--- config.mk ---
export PLATFORM = sky130hd
export DESIGN_NAME = hamming_secded_decoder
export DESIGN_NICKNAME = d
export VERILOG_FILES = /design/src/rtl/hamming_secded_decoder.sv
export SDC_FILE = /design/constraint.sdc
export NUM_CORES = 1
export LEC_CHECK = 0
export BUFFER_PORTS_ARGS = -buffer_cell sky130_fd_sc_hd__buf_2
export CAP_MARGIN = 5
export CORE_ASPECT_RATIO = 0.5
export CORE_MARGIN = 2
export CORE_UTILIZATION = 55
export DETAILED_ROUTE_END_ITERATION = 16
export PLACE_DENSITY = 0.8
export SLEW_MARGIN = 20
export SYNTH_ARGS = -nofsm -noshare
export SYNTH_HDL_FRONTEND = slang
export SYNTH_SLANG_ARGS = --single-unit
export TNS_END_PERCENT = 20
--- constraint.sdc ---
create_clock -name clk -period 2.53 [get_ports clk]
set_input_delay 0.1265 -clock clk [delete_from_list [all_inputs] [get_ports clk]]
set_output_delay 0.1265 -clock clk [all_outputs]
set_load 0.02 [all_outputs]
--- src/rtl/hamming_secded_decoder.sv ---
// Two-stage pipelined extended-Hamming (SECDED) decoder with valid/ready on both
// sides and saturating counters of corrected / uncorrectable results.
// Codeword bit 0 is overall even parity; positions 1..N-1 are standard Hamming with
// parity at powers of two and data packed into the remaining positions, LSB first.
// The P derivation below covers DATA_W up to 1013.
module hamming_secded_decoder #(
    parameter int unsigned DATA_W = 4,
    parameter int unsigned CNT_W  = 16,
    localparam int unsigned P     = (DATA_W <= 1)   ? 2 :
                                    (DATA_W <= 4)   ? 3 :
                                    (DATA_W <= 11)  ? 4 :
                                    (DATA_W <= 26)  ? 5 :
                                    (DATA_W <= 57)  ? 6 :
                                    (DATA_W <= 120) ? 7 :
                                    (DATA_W <= 247) ? 8 :
                                    (DATA_W <= 502) ? 9 : 10,
    localparam int unsigned N     = DATA_W + P + 1,
    localparam int unsigned POS_W = ($clog2(N) > 1) ? $clog2(N) : 1
) (
    input  logic              clk,
    input  logic              rst,
    input  logic              in_valid,
    output logic              in_ready,
    input  logic [N-1:0]      in_code,
    output logic              out_valid,
    input  logic              out_ready,
    output logic [DATA_W-1:0] out_data,
    output logic              out_corrected,
    output logic              out_uncorrectable,
    output logic [POS_W-1:0]  out_err_pos,
    input  logic              clr_cnt,
    output logic [CNT_W-1:0]  cnt_corr,
    output logic [CNT_W-1:0]  cnt_uncorr
);

    // Codeword position holding data bit k (k-th non-power-of-two index in 1..N-1).
    function automatic int unsigned data_pos(input int unsigned k);
        int unsigned cnt = 0;
        int unsigned pos = 0;
        for (int unsigned i = 1; i < N; i++) begin
            if ((i & (i - 1)) != 0) begin
                if (cnt == k) begin
                    pos = i;
                end
                cnt++;
            end
        end
        return pos;
    endfunction

    logic              r_v1;
    logic [N-1:0]      r_code1;
    logic [P-1:0]      r_syn1;
    logic              r_pa1;
    logic              r_v2;
    logic [DATA_W-1:0] r_data2;
    logic              r_corr2;
    logic              r_unc2;
    logic [POS_W-1:0]  r_pos2;
    logic [CNT_W-1:0]  r_cnt_corr;
    logic [CNT_W-1:0]  r_cnt_unc;

    logic              w_adv;
    logic              w_acc;
    logic              w_out_hs;
    logic [P-1:0]      w_syn;
    logic              w_pa;
    logic [N-1:0]      w_fix;
    logic              w_hit;
    logic              w_corr;
    logic              w_unc;
    logic [POS_W-1:0]  w_pos;
    logic [DATA_W-1:0] w_data;

    // Stage 2 can take a new entry when empty or when its result leaves this cycle.
    assign w_adv    = !r_v2 || out_ready;
    assign in_ready = !r_v1 || w_adv;
    assign w_acc    = in_valid && in_ready;
    assign w_out_hs = r_v2 && out_ready;

    // Syndrome is the XOR of the indices of all set bits; pa is overall parity.
    always_comb begin
        w_syn = '0;
        w_pa  = ^in_code;
        for (int unsigned i = 1; i < N; i++) begin
            if (in_code[i]) begin
                w_syn = w_syn ^ P'(i);
            end
        end
    end

    // Classify the stage-1 word, flip the located bit and extract message bits.
    always_comb begin
        w_fix  = r_code1;
        w_hit  = 1'b0;
        w_corr = 1'b0;
        w_unc  = 1'b0;
        w_pos  = '0;
        w_data = '0;
        // A syndrome pointing past the codeword can never come from a single flip.
        for (int unsigned i = 1; i < N; i++) begin
            if (r_syn1 == P'(i)) begin
                w_hit = 1'b1;
            end
        end
        if (r_pa1) begin
            if (r_syn1 == '0) begin
                w_corr = 1'b1;
            end else if (w_hit) begin
                w_corr = 1'b1;
                w_pos  = POS_W'(r_syn1);
                for (int unsigned i = 1; i < N; i++) begin
                    if (r_syn1 == P'(i)) begin
                        w_fix[i] = ~r_code1[i];
                    end
                end
            end else begin
                w_unc = 1'b1;
            end
        end else if (r_syn1 != '0) begin
            w_unc = 1'b1;
        end
        for (int unsigned k = 0; k < DATA_W; k++) begin
            w_data[k] = w_fix[POS_W'(data_pos(k))];
        end
    end

    // Stage 1: capture the accepted codeword with its syndrome and parity.
    always_ff @(posedge clk or posedge rst) begin
        if (rst) begin
            r_v1    <= 1'b0;
            r_code1 <= '0;
            r_syn1  <= '0;
            r_pa1   <= 1'b0;
        end else if (w_acc) begin
            r_v1    <= 1'b1;
            r_code1 <= in_code;
            r_syn1  <= w_syn;
            r_pa1   <= w_pa;
        end else if (w_adv) begin
            r_v1 <= 1'b0;
        end
    end

    // Stage 2: register the decoded result; holds while the sink stalls.
    always_ff @(posedge clk or posedge rst) begin
        if (rst) begin
            r_v2    <= 1'b0;
            r_data2 <= '0;
            r_corr2 <= 1'b0;
            r_unc2  <= 1'b0;
            r_pos2  <= '0;
        end else if (w_adv) begin
            r_v2    <= r_v1;
            r_data2 <= w_data;
            r_corr2 <= w_corr;
            r_unc2  <= w_unc;
            r_pos2  <= w_pos;
        end
    end

    // Saturating statistics counters; clear takes priority over counting.
    always_ff @(posedge clk or posedge rst) begin
        if (rst) begin
            r_cnt_corr <= '0;
            r_cnt_unc  <= '0;
        end else if (clr_cnt) begin
            r_cnt_corr <= '0;
            r_cnt_unc  <= '0;
        end else if (w_out_hs) begin
            if (r_corr2 && (r_cnt_corr != '1)) begin
                r_cnt_corr <= r_cnt_corr + 1'b1;
            end
            if (r_unc2 && (r_cnt_unc != '1)) begin
                r_cnt_unc <= r_cnt_unc + 1'b1;
            end
        end
    end

    assign out_valid         = r_v2;
    assign out_data          = r_data2;
    assign out_corrected     = r_corr2;
    assign out_uncorrectable = r_unc2;
    assign out_err_pos       = r_pos2;
    assign cnt_corr          = r_cnt_corr;
    assign cnt_uncorr        = r_cnt_unc;

endmodule

==> impl_metrics.ini <==
[timing]
finalSetupViolations = 0
post-route-period-util_pct = 81.1
fin_skew_ns = 0.00348
rsz0062_at_grt = false
whs_ns = 0.0296
timing.fmax_mhz = 488
fin_tns_setup_ns = 0
hold_viol = 0
worst_pin_slew_ns = 0.590
drv_slew = 0
period_minus_slack_ns = 2.05
slew_headroom_pct = 60.4

[floorplan]
core_area_um2 = 4910
fp.dieArea_um2 = 5700
rows = 18
die_h_um = 54.4
die_w_um = 105
start_util_pct = 56.9
ios = 56

[routing]
wire_per_inst_um = 15.1
dr.first_iter.drc_count = 124
routed_wl_mm = 6.16
postRouteAntennaNets = 0
drc = 0
dr_total_vias = 2409
dr.pass1.iters = 4
via_per_inst = 5.90

[worst_setup_path]
path_class = flop to flop
critPathMaxFanout = 19
cp_data_arrival_time_ns = 2.24
worstPathRequired_ns = 2.72
start_kind = flop
end_kind = flop

[clocking]
clk_path_buf_depth = 2
clock-sinks = 51
cts_setup_buffers = 0
clk_pin_slew_ns = 0.09
cts_inserted_buffers = 5
cts_root_buf = clkbuf_8
cts_tree = yes
insertion_delay_ns = 0.30
htree_levels = 2

[grt]
grt_pass1_vias = 2128
grt_max_degree = 29
grtUsageTotal_pct = 21.9
overflow = 0
antenna_found_initial = 0
grt_pass1_wl_mm = 9.89

[finish]
drive_gt1_share_pct = 24.9
fillers = 429
n_antenna_cell = 0
syn2layout_area_growth_pct = 15.0
nets = 352

[logic_synthesis]
synth-seq-cells = 51
synth.most_common_cell = dfrtp_1
synth.distinct_cells = 48
yosys-top-cells-count = dfrtp_1, nand2_1, a21oi_1
synth_top_area_share_pct = 45.7
synth-edff-count = 0
ys_seq_area_share_pct = 45.7
syn-num-nets = 298
synthFlopType = dfrtp_1
ys_top_cells_by_area = dfrtp_1, nand2_1, mux2_2
yosys.area.top_type = dfrtp_1
syn_inst = 283
syn_avg_cell_area_um2 = 9.88
yosys_warnings = 0
synth.cell_area_um2 = 2800
synthArstFlopShare_pct = 100

[status]
status = complete, no violations

[power_and_ir_drop]
power_density_nw_per_um2 = 545
p_leak_nw = 1.48
peakVddDrop_mv = 0.391

[placement]
place_hpwl_mm = 4.51
gp_congestion = 0.860
portBuffers = 55

[hold_path]
hold_path_class = primary input to flop

[flow_run]
maxCapViolations = 0
-- report_power, final --
group	switching, mW	internal, mW	total, mW	leakage [nW]
clock network	0.259	0.195	0.454	0.0422
logic	0.198	0.129	0.327	0.759
registers	0.0806	0.889	0.970	0.675
total	0.538	1.21	1.75	1.48
-- what timing repair did --
action | CTS | global route
endpoints found under the hold margin | 27 | 0
resized for setup | 0 | 0
hold buffers | 1 | 0
-- flip-flops by register name (all words and copies together) (netlist names) --
register	count
cnt_corr	16
r_syn1	3
out_corrected	1
cnt_uncorr	16
out_data	4
r_v1	1
r_pa1	1
out_valid	1
out_err_pos	3
out_uncorrectable	1
r_code1	4
-- metrics by stage --
| step | setup slack [ns] | total power, mW | cell area, µm² | cells | utilization (%) |
|---|---|---|---|---|---|
| 4_1_cts | 0.505 | 1.77 | 3220 | 408 | 65.5 |
| 6_report | 0.479 | 1.75 | 3220 | 408 | 65.5 |
| 5_1_grt | 0.385 | 1.85 | 3220 | 408 | 65.5 |
| 3_3_place_gp | 0.642 | 1.30 | 3120 | 399 | 63.6 |
| 3_5_place_dp | 0.525 | 1.32 | 3120 | 399 | 63.6 |
| 2_1_floorplan | 0.522 | 1.20 | 2800 | 283 | - |
-- worst paths after layout --
check                                           start                          to  slack (ns)  cells past startpoint
max                         cnt_uncorr[0]$_DFFE_PP0P_  cnt_uncorr[13]$_DFFE_PP0P_        0.48                      5
min                                          in_valid            r_v1$_DFFE_PP0P_        0.03                      2
max reg2reg                 cnt_uncorr[0]$_DFFE_PP0P_  cnt_uncorr[13]$_DFFE_PP0P_        0.48                      5
min reg2reg                out_err_pos[0]$_DFFE_PP0P_  out_err_pos[0]$_DFFE_PP0P_        0.49                      2
max in group asynchronous                         rst   cnt_uncorr[5]$_DFFE_PP0P_        1.36                      4
min in group asynchronous                         rst  out_err_pos[1]$_DFFE_PP0P_        0.43                      3
-- logic make-up after synthesis --
family                   after synthesis  share of synthesized area [%]
XOR/XNOR                              15                           4.70
adder cells (fa/ha/maj)                2                          0.895
buffers and inverters                 18                           2.82
AO/OA/AOI/OAI                         59                           13.6
AND/OR/NAND/NOR                      120                           25.2
multiplexers                          18                           7.21
flip-flops                            51                           45.7
-- layout by cell type (no fill, tap or decap), types with 9 or more instances in the layout --
master	synthesis	layout
nand2_1	29	29
nor2b_1	11	11
buf_2	3	55
o21ai_0	16	16
nor2_1	16	16
a21oi_1	18	18
nand3_1	11	11
dfrtp_1	51	51
mux2_2	9	9
or4_1	10	10
-- per-layer routing --
| metal | GRT usage (%) | wire length [µm] |
|---|---|---|
| met1 | 28.6 | 2780 |
| met2 | 38.3 | 3060 |
| met3 | 4.76 | 280 |
| met4 | 5.78 | 30 |
| met5 | 0 | 0 |
-- layout make-up --
| type | count | area (µm²) | share of cell area (%) |
|---|---|---|---|
| clock buffer | 7 | 76.3 | 2.37 |
| clock inverter | 1 | 5.00 | 0.156 |
| inverter | 6 | 22.5 | 0.700 |
| multi-input combinational | 214 | 1440 | 44.8 |
| sequential | 51 | 1280 | 39.7 |
| tap | 70 | 87.6 | 2.72 |
| timing repair buffer | 59 | 308 | 9.57 |
-- critical path: stages (launching register included) --
cell     delay, ns
dfrtp_1       0.44
ha_1          0.26
and3_1        0.23
and4_4        0.24
nor4_1        0.37
mux2_2        0.39
(Power assumes the default switching activity.)
